$ cat src/rtl/sha_alu_pkg.sv
// Shared types and helpers for the SHA ALU rotate units.
// Latency: n/a (types and constant functions only).
// Backpressure: n/a.
package sha_alu_pkg;

  // Control states of the iterative rotator.
  typedef enum logic [1:0] {
    IDLE = 2'd0,
    RUN  = 2'd1,
    DONE = 2'd2
  } rot_state_t;

  // (2^k) mod n, built up one doubling at a time so that the running value
  // never exceeds 2n, no matter how large k is.
  function automatic int step_amt(input int k, input int n);
    int r;
    r = 1 % n;
    for (int i = 0; i < k; i++) begin
      r = (r * 2) % n;
    end
    return r;
  endfunction

endpackage

$ cat src/rtl/shift_circular_left.sv
// Combinational rotate-left of an N-bit value by 0..N-1 positions.
// Latency: 0 cycles (pure combinational).
// Backpressure: none; output follows inputs.
//
// Ports:
//   data    : value to rotate
//   amt     : rotate amount, expected in 0..N-1
//   rotated : data rotated left by amt
module shift_circular_left #(
  parameter int N = 32
) (
  input  logic [N-1:0]         data,
  input  logic [$clog2(N)-1:0] amt,
  output logic [N-1:0]         rotated
);

  // Shifting the doubled word left and keeping its upper half brings the
  // bits that leave the MSB back in at the LSB.
  assign rotated = N'(({data, data} << amt) >> N);

endmodule

$ cat src/rtl/shift_circular_left_iter.sv
// Multi-cycle circular left rotator: resolves one amount bit per clock.
// Latency: out_valid rises exactly B_W cycles after the accept edge.
// Backpressure: result held in DONE until out_ready; in_ready low in RUN/DONE.
//
// Ports:
//   clk, rst_n           : clock, synchronous active-low reset
//   in_valid/in_ready    : operand handshake carrying a (operand), b (amount)
//   out_valid/out_ready  : result handshake carrying s = rotl(a, b mod N)
//   busy                 : high while an operation is in RUN or DONE
module shift_circular_left_iter
  import sha_alu_pkg::*;
#(
  parameter int N   = 32,
  parameter int B_W = ($clog2(N) < 1) ? 1 : $clog2(N)
) (
  input  logic           clk,
  input  logic           rst_n,
  input  logic           in_valid,
  output logic           in_ready,
  input  logic [N-1:0]   a,
  input  logic [B_W-1:0] b,
  output logic           out_valid,
  input  logic           out_ready,
  output logic [N-1:0]   s,
  output logic           busy
);

  localparam int AW = $clog2(N);
  localparam int KW = (B_W > 1) ? $clog2(B_W) : 1;

  rot_state_t     state_q;
  logic [N-1:0]   data_q;
  logic [B_W-1:0] amt_q;
  logic [KW-1:0]  k_q;

  logic [AW-1:0]  step_tab [B_W];
  logic [AW-1:0]  rot_amt;
  logic [N-1:0]   rot_data;
  logic           last_step;

  // Weight of amount bit k, already reduced mod N, so the sub-rotator only
  // ever sees amounts in 0..N-1 and b >= N folds back automatically.
  for (genvar i = 0; i < B_W; i++) begin : g_step
    assign step_tab[i] = AW'(step_amt(i, N));
  end

  always_comb begin
    rot_amt = '0;
    if (amt_q[k_q]) begin
      rot_amt = step_tab[k_q];
    end
  end

  assign last_step = (k_q == KW'(B_W - 1));

  shift_circular_left #(
    .N(N)
  ) u_rot (
    .data    (data_q),
    .amt     (rot_amt),
    .rotated (rot_data)
  );

  always_ff @(posedge clk) begin
    if (!rst_n) begin
      state_q   <= IDLE;
      in_ready  <= 1'b1;
      out_valid <= 1'b0;
      busy      <= 1'b0;
      s         <= '0;
      data_q    <= '0;
      amt_q     <= '0;
      k_q       <= '0;
    end else begin
      case (state_q)
        IDLE: begin
          if (in_valid) begin
            data_q   <= a;
            amt_q    <= b;
            k_q      <= '0;
            state_q  <= RUN;
            in_ready <= 1'b0;
            busy     <= 1'b1;
          end
        end
        RUN: begin
          // Every amount bit costs one cycle whether set or not, so the
          // latency does not depend on b.
          data_q <= rot_data;
          k_q    <= k_q + 1'b1;
          if (last_step) begin
            state_q   <= DONE;
            s         <= rot_data;
            out_valid <= 1'b1;
          end
        end
        DONE: begin
          // s is left as-is on handoff; it is meaningful only with out_valid.
          if (out_ready) begin
            state_q   <= IDLE;
            out_valid <= 1'b0;
            in_ready  <= 1'b1;
            busy      <= 1'b0;
          end
        end
        default: begin
          state_q   <= IDLE;
          in_ready  <= 1'b1;
          out_valid <= 1'b0;
          busy      <= 1'b0;
        end
      endcase
    end
  end

endmodule
$ cat config.mk
export PLATFORM = sky130hd
export DESIGN_NAME = shift_circular_left_iter
export DESIGN_NICKNAME = d
export VERILOG_FILES = /design/src/rtl/sha_alu_pkg.sv /design/src/rtl/shift_circular_left.sv /design/src/rtl/shift_circular_left_iter.sv
export SDC_FILE = /design/constraint.sdc
export NUM_CORES = 1
export LEC_CHECK = 0
export ABC_AREA = 1
export ABC_CLOCK_PERIOD_IN_PS = 2520
export BUFFER_PORTS_ARGS = -buffer_cell sky130_fd_sc_hd__buf_2
export CAP_MARGIN = 20
export CELL_PAD_IN_SITES_DETAIL_PLACEMENT = 1
export CELL_PAD_IN_SITES_GLOBAL_PLACEMENT = 1
export CORE_ASPECT_RATIO = 0.6
export CORE_MARGIN = 3
export CORE_UTILIZATION = 24
export DETAILED_ROUTE_END_ITERATION = 6
export PLACE_DENSITY = 0.62
export SLEW_MARGIN = 10
export SYNTH_ARGS = -nofsm -noshare
export SYNTH_HDL_FRONTEND = slang
export SYNTH_SLANG_ARGS = --single-unit
$ cat constraint.sdc
create_clock -name clk -period 2.52 [get_ports clk]
set_input_delay 0.252 -clock clk [delete_from_list [all_inputs] [get_ports clk]]
set_output_delay 0.252 -clock clk [all_outputs]
set_load 0.02 [all_outputs]
==> impl_metrics.env <==
export IMPL_status="complete, no violations"
export IMPL_gr_usage_met2=0.2347
export IMPL_drt_pass1_iterations=4
export IMPL_yosysWarnings=0
export IMPL_multiInputGateArea_um2=3019
export IMPL_path_delay_family="buffers and inverters"
export IMPL_holdWs_ns=0.1749
export IMPL_grt_use_total=0.1888
export IMPL_netlist_top_cells_area="dfxtp_1, nand3_1, nand2_1"
export IMPL_gr_usage_met1=0.3090
export IMPL_synthesis_area_um2=5239
export IMPL_critPathRequiredTime_ns=2.77
export IMPL_h_tree_depth=3
export IMPL_overflow=0
export IMPL_setup_tns_ns=0
export IMPL_synth_top_area_frac=0.2942
export IMPL_hp_class="input pin to register"
export IMPL_dieHeight_um=120.4
export IMPL_synth_nets=905
export IMPL_cp_max_fo=37
export IMPL_hold_buffers=0
export IMPL_cp_num_buf_inv=4
export IMPL_die_area_um2=23690
export IMPL_rows=41
export IMPL_numCtsBuffers=9
export IMPL_worst_r2r_path_depth=11
export IMPL_worstSetupPathType="register to register"
export IMPL_max_freq_ghz=0.4423
export IMPL_routed_wl_mm=22.08
export IMPL_crit_chain="inv_1 -> ha_1 -> buf_4 -> a21oi_1 -> nor2_1 -> nand2_1 -> nor2_4 -> buf_4 -> nand3_1 -> o211ai_1 -> inv_1"
export IMPL_antenna_found_initial=0
export IMPL_routedWlPerCell_um=18.49
export IMPL_grt_max_degree=50
export IMPL_netlist_instances=859
export IMPL_use_met3=0.05068
export IMPL_max_stage_delay_ns=0.35
export IMPL_ys_seq_area_frac=0.2942
export IMPL_vias_per_cell=5.044
export IMPL_tightest_slew_ns=0.5824
export IMPL_port_buffer_count=75
export IMPL_coreArea_um2=21240
export IMPL_placed_cells=1178
export IMPL_worstPathArrival_ns=2.51
export IMPL_start_util=0.2467
export IMPL_ys_ff_latch=77
export IMPL_ys_types=25
export IMPL_cts_buffer_depth=2
export IMPL_p_per_area_nw_per_um2=660.8
export IMPL_min_period_over_period=0.8972
export IMPL_finalNetCount=956
export IMPL_drive_gt1_frac=0.1399
export IMPL_diodes=0
export IMPL_ir_drop_uv=343.5
export IMPL_period_needed_ns=2.261
export IMPL_cap_violations=0
export IMPL_ff_latch_area_um2=1543
export IMPL_vias=6022
export IMPL_finish_instance_area_um2=6230
export IMPL_relSlewSlack=0.6112
export IMPL_cellLeakagePower_nw=2.954
export IMPL_dp_hpwl_mm=17.10
export IMPL_fill_cells=2795
export IMPL_worst_setup_path_end_kind="register"
export IMPL_cpMaxStageDelayCell="dfxtp_1"
export IMPL_layout_cells_non_filler=1194
export IMPL_finalSetupViolCount=0
export IMPL_drt_drc_violations_left=0
export IMPL_cts_tree="built"
export IMPL_grt_pass1_vias=5823
export IMPL_min_path_cells=3
export IMPL_startpoint_type="register"
export IMPL_syn_avg_cell_area_um2=6.099
export IMPL_area_growth_pct=18.92
export IMPL_drt_iter0_markers=520
export IMPL_busiest_layer="met1"
export IMPL_clk_latency_ns=0.36
export IMPL_cts_root_buf="clkbuf_16"
export IMPL_report_final_slew_viol_count=0
export IMPL_finalHoldViolCount=0
export IMPL_skew_ns=0.01275
export IMPL_worst_path_stages=11
export IMPL_ant_nets=0
export IMPL_grt_pass1_wl_mm=34.49
export IMPL_yosysTopAreaCell="dfxtp_1"
export IMPL_cts_sinks=77
export IMPL_rsz0062_at_grt="false"
export IMPL_place_gp_congestion=0.8938
export IMPL_place_area_um2=5919
export IMPL_clkTransAtPathRegs_ns=0.06
export IMPL_die_w_um=196.7
export IMPL_boundaryPins=76
-- cell families after synthesis --
kind of cell | synth area share
AO/OA/AOI/OAI | 0.1395
adder cells (fa/ha/maj) | 0.01194
buffers and inverters | 0.1314
flip-flops | 0.2942
AND/OR/NAND/NOR | 0.4230
-- through the flow --
step | worst slack (ns) | utilization | power (W)
6_report | 0.2591 | 0.2933 | 0.004117
5_1_grt | 0.003391 | 0.2933 | 0.004371
4_1_cts | 0.2118 | 0.2929 | 0.004145
3_5_place_dp | 0.2296 | 0.2787 | 0.002766
3_3_place_gp | 0.2350 | 0.2787 | 0.002765
2_1_floorplan | 0.5261 | - | 0.002311
-- registers in the layout, summed over array words and instances (netlist names) --
name / flops
in_ready: 1
data_q: 32
busy: 1
s: 32
out_valid: 1
amt_q: 5
state_q: 2
k_q: 3
-- layer usage --
layer	share of wire	up-vias
li1	-	2987
met5	0	-
met3	0.067	14
met1	0.56	2843
met4	0.0096	0
met2	0.37	178
-- cell usage after synthesis --
cell,instances
nand3_1,281
nand2_1,132
inv_1,108
dfxtp_1,77
o21ai_0,62
a21oi_1,43
nor2_1,39
clkbuf_1,37
nand4_1,17
a21o_1,16
buf_2,13
o211ai_1,7
ha_1,5
buf_1,3
buf_4,3
buf_6,3
inv_2,3
nand3_2,2
or2_2,2
a21oi_4,1
a22o_1,1
nand2_2,1
nand3_4,1
nor3_1,1
o21a_1,1
-- worst min-delay path, cell delays in order --
cell	delay, ns
buf_2	0.07
o21ai_0	0.09
nor2_1	0.09
-- worst paths after layout --
| kind | startpoint | to | slack (ns) |
|---|---|---|---|
| worst max-delay path | k_q[1] | s[29] | 0.26 |
| worst min register to register | amt_q[1] | amt_q[1] | 0.47 |
| worst min-delay path | b[4] | amt_q[4] | 0.17 |
| worst max register to register | k_q[1] | s[29] | 0.26 |
-- cell usage in the layout, fill, tap and decap left out, types with 5 or more instances in the layout --
| master | netlist | routed |
|---|---|---|
| ha_1 | 5 | 5 |
| clkbuf_16 | 0 | 9 |
| nor2_1 | 39 | 37 |
| o21ai_0 | 62 | 61 |
| buf_4 | 3 | 19 |
| o211ai_1 | 7 | 7 |
| inv_1 | 108 | 108 |
| dfxtp_1 | 77 | 76 |
| a21o_1 | 16 | 16 |
| a21oi_1 | 43 | 43 |
| nand3_1 | 281 | 281 |
| nand2_1 | 132 | 132 |
| nand4_1 | 17 | 17 |
| buf_2 | 13 | 75 |
-- power breakdown --
part | switching (W) | internal (W) | total [W]
Sequential | 0.0000726 | 0.00132 | 0.00139
Clock | 0.000561 | 0.000792 | 0.00135
Combinational | 0.000960 | 0.000412 | 0.00137
Total | 0.00159 | 0.00252 | 0.00412
-- layout make-up --
type / instances / share of cell area
multi-input combinational: 612 / 0.4846
inverter: 111 / 0.06688
sequential: 77 / 0.2476
tap: 279 / 0.05604
clock buffer: 10 / 0.03836
timing repair buffer: 99 / 0.09640
clock inverter: 6 / 0.01004
-- repair_timing --
action	4_1_cts	5_1_grt
buffers inserted	0	0
gates resized for setup	0	4
hold endpoints to repair	0	0
setup endpoints to repair	0	27
Note: power is estimated with default switching activity, not from simulation.
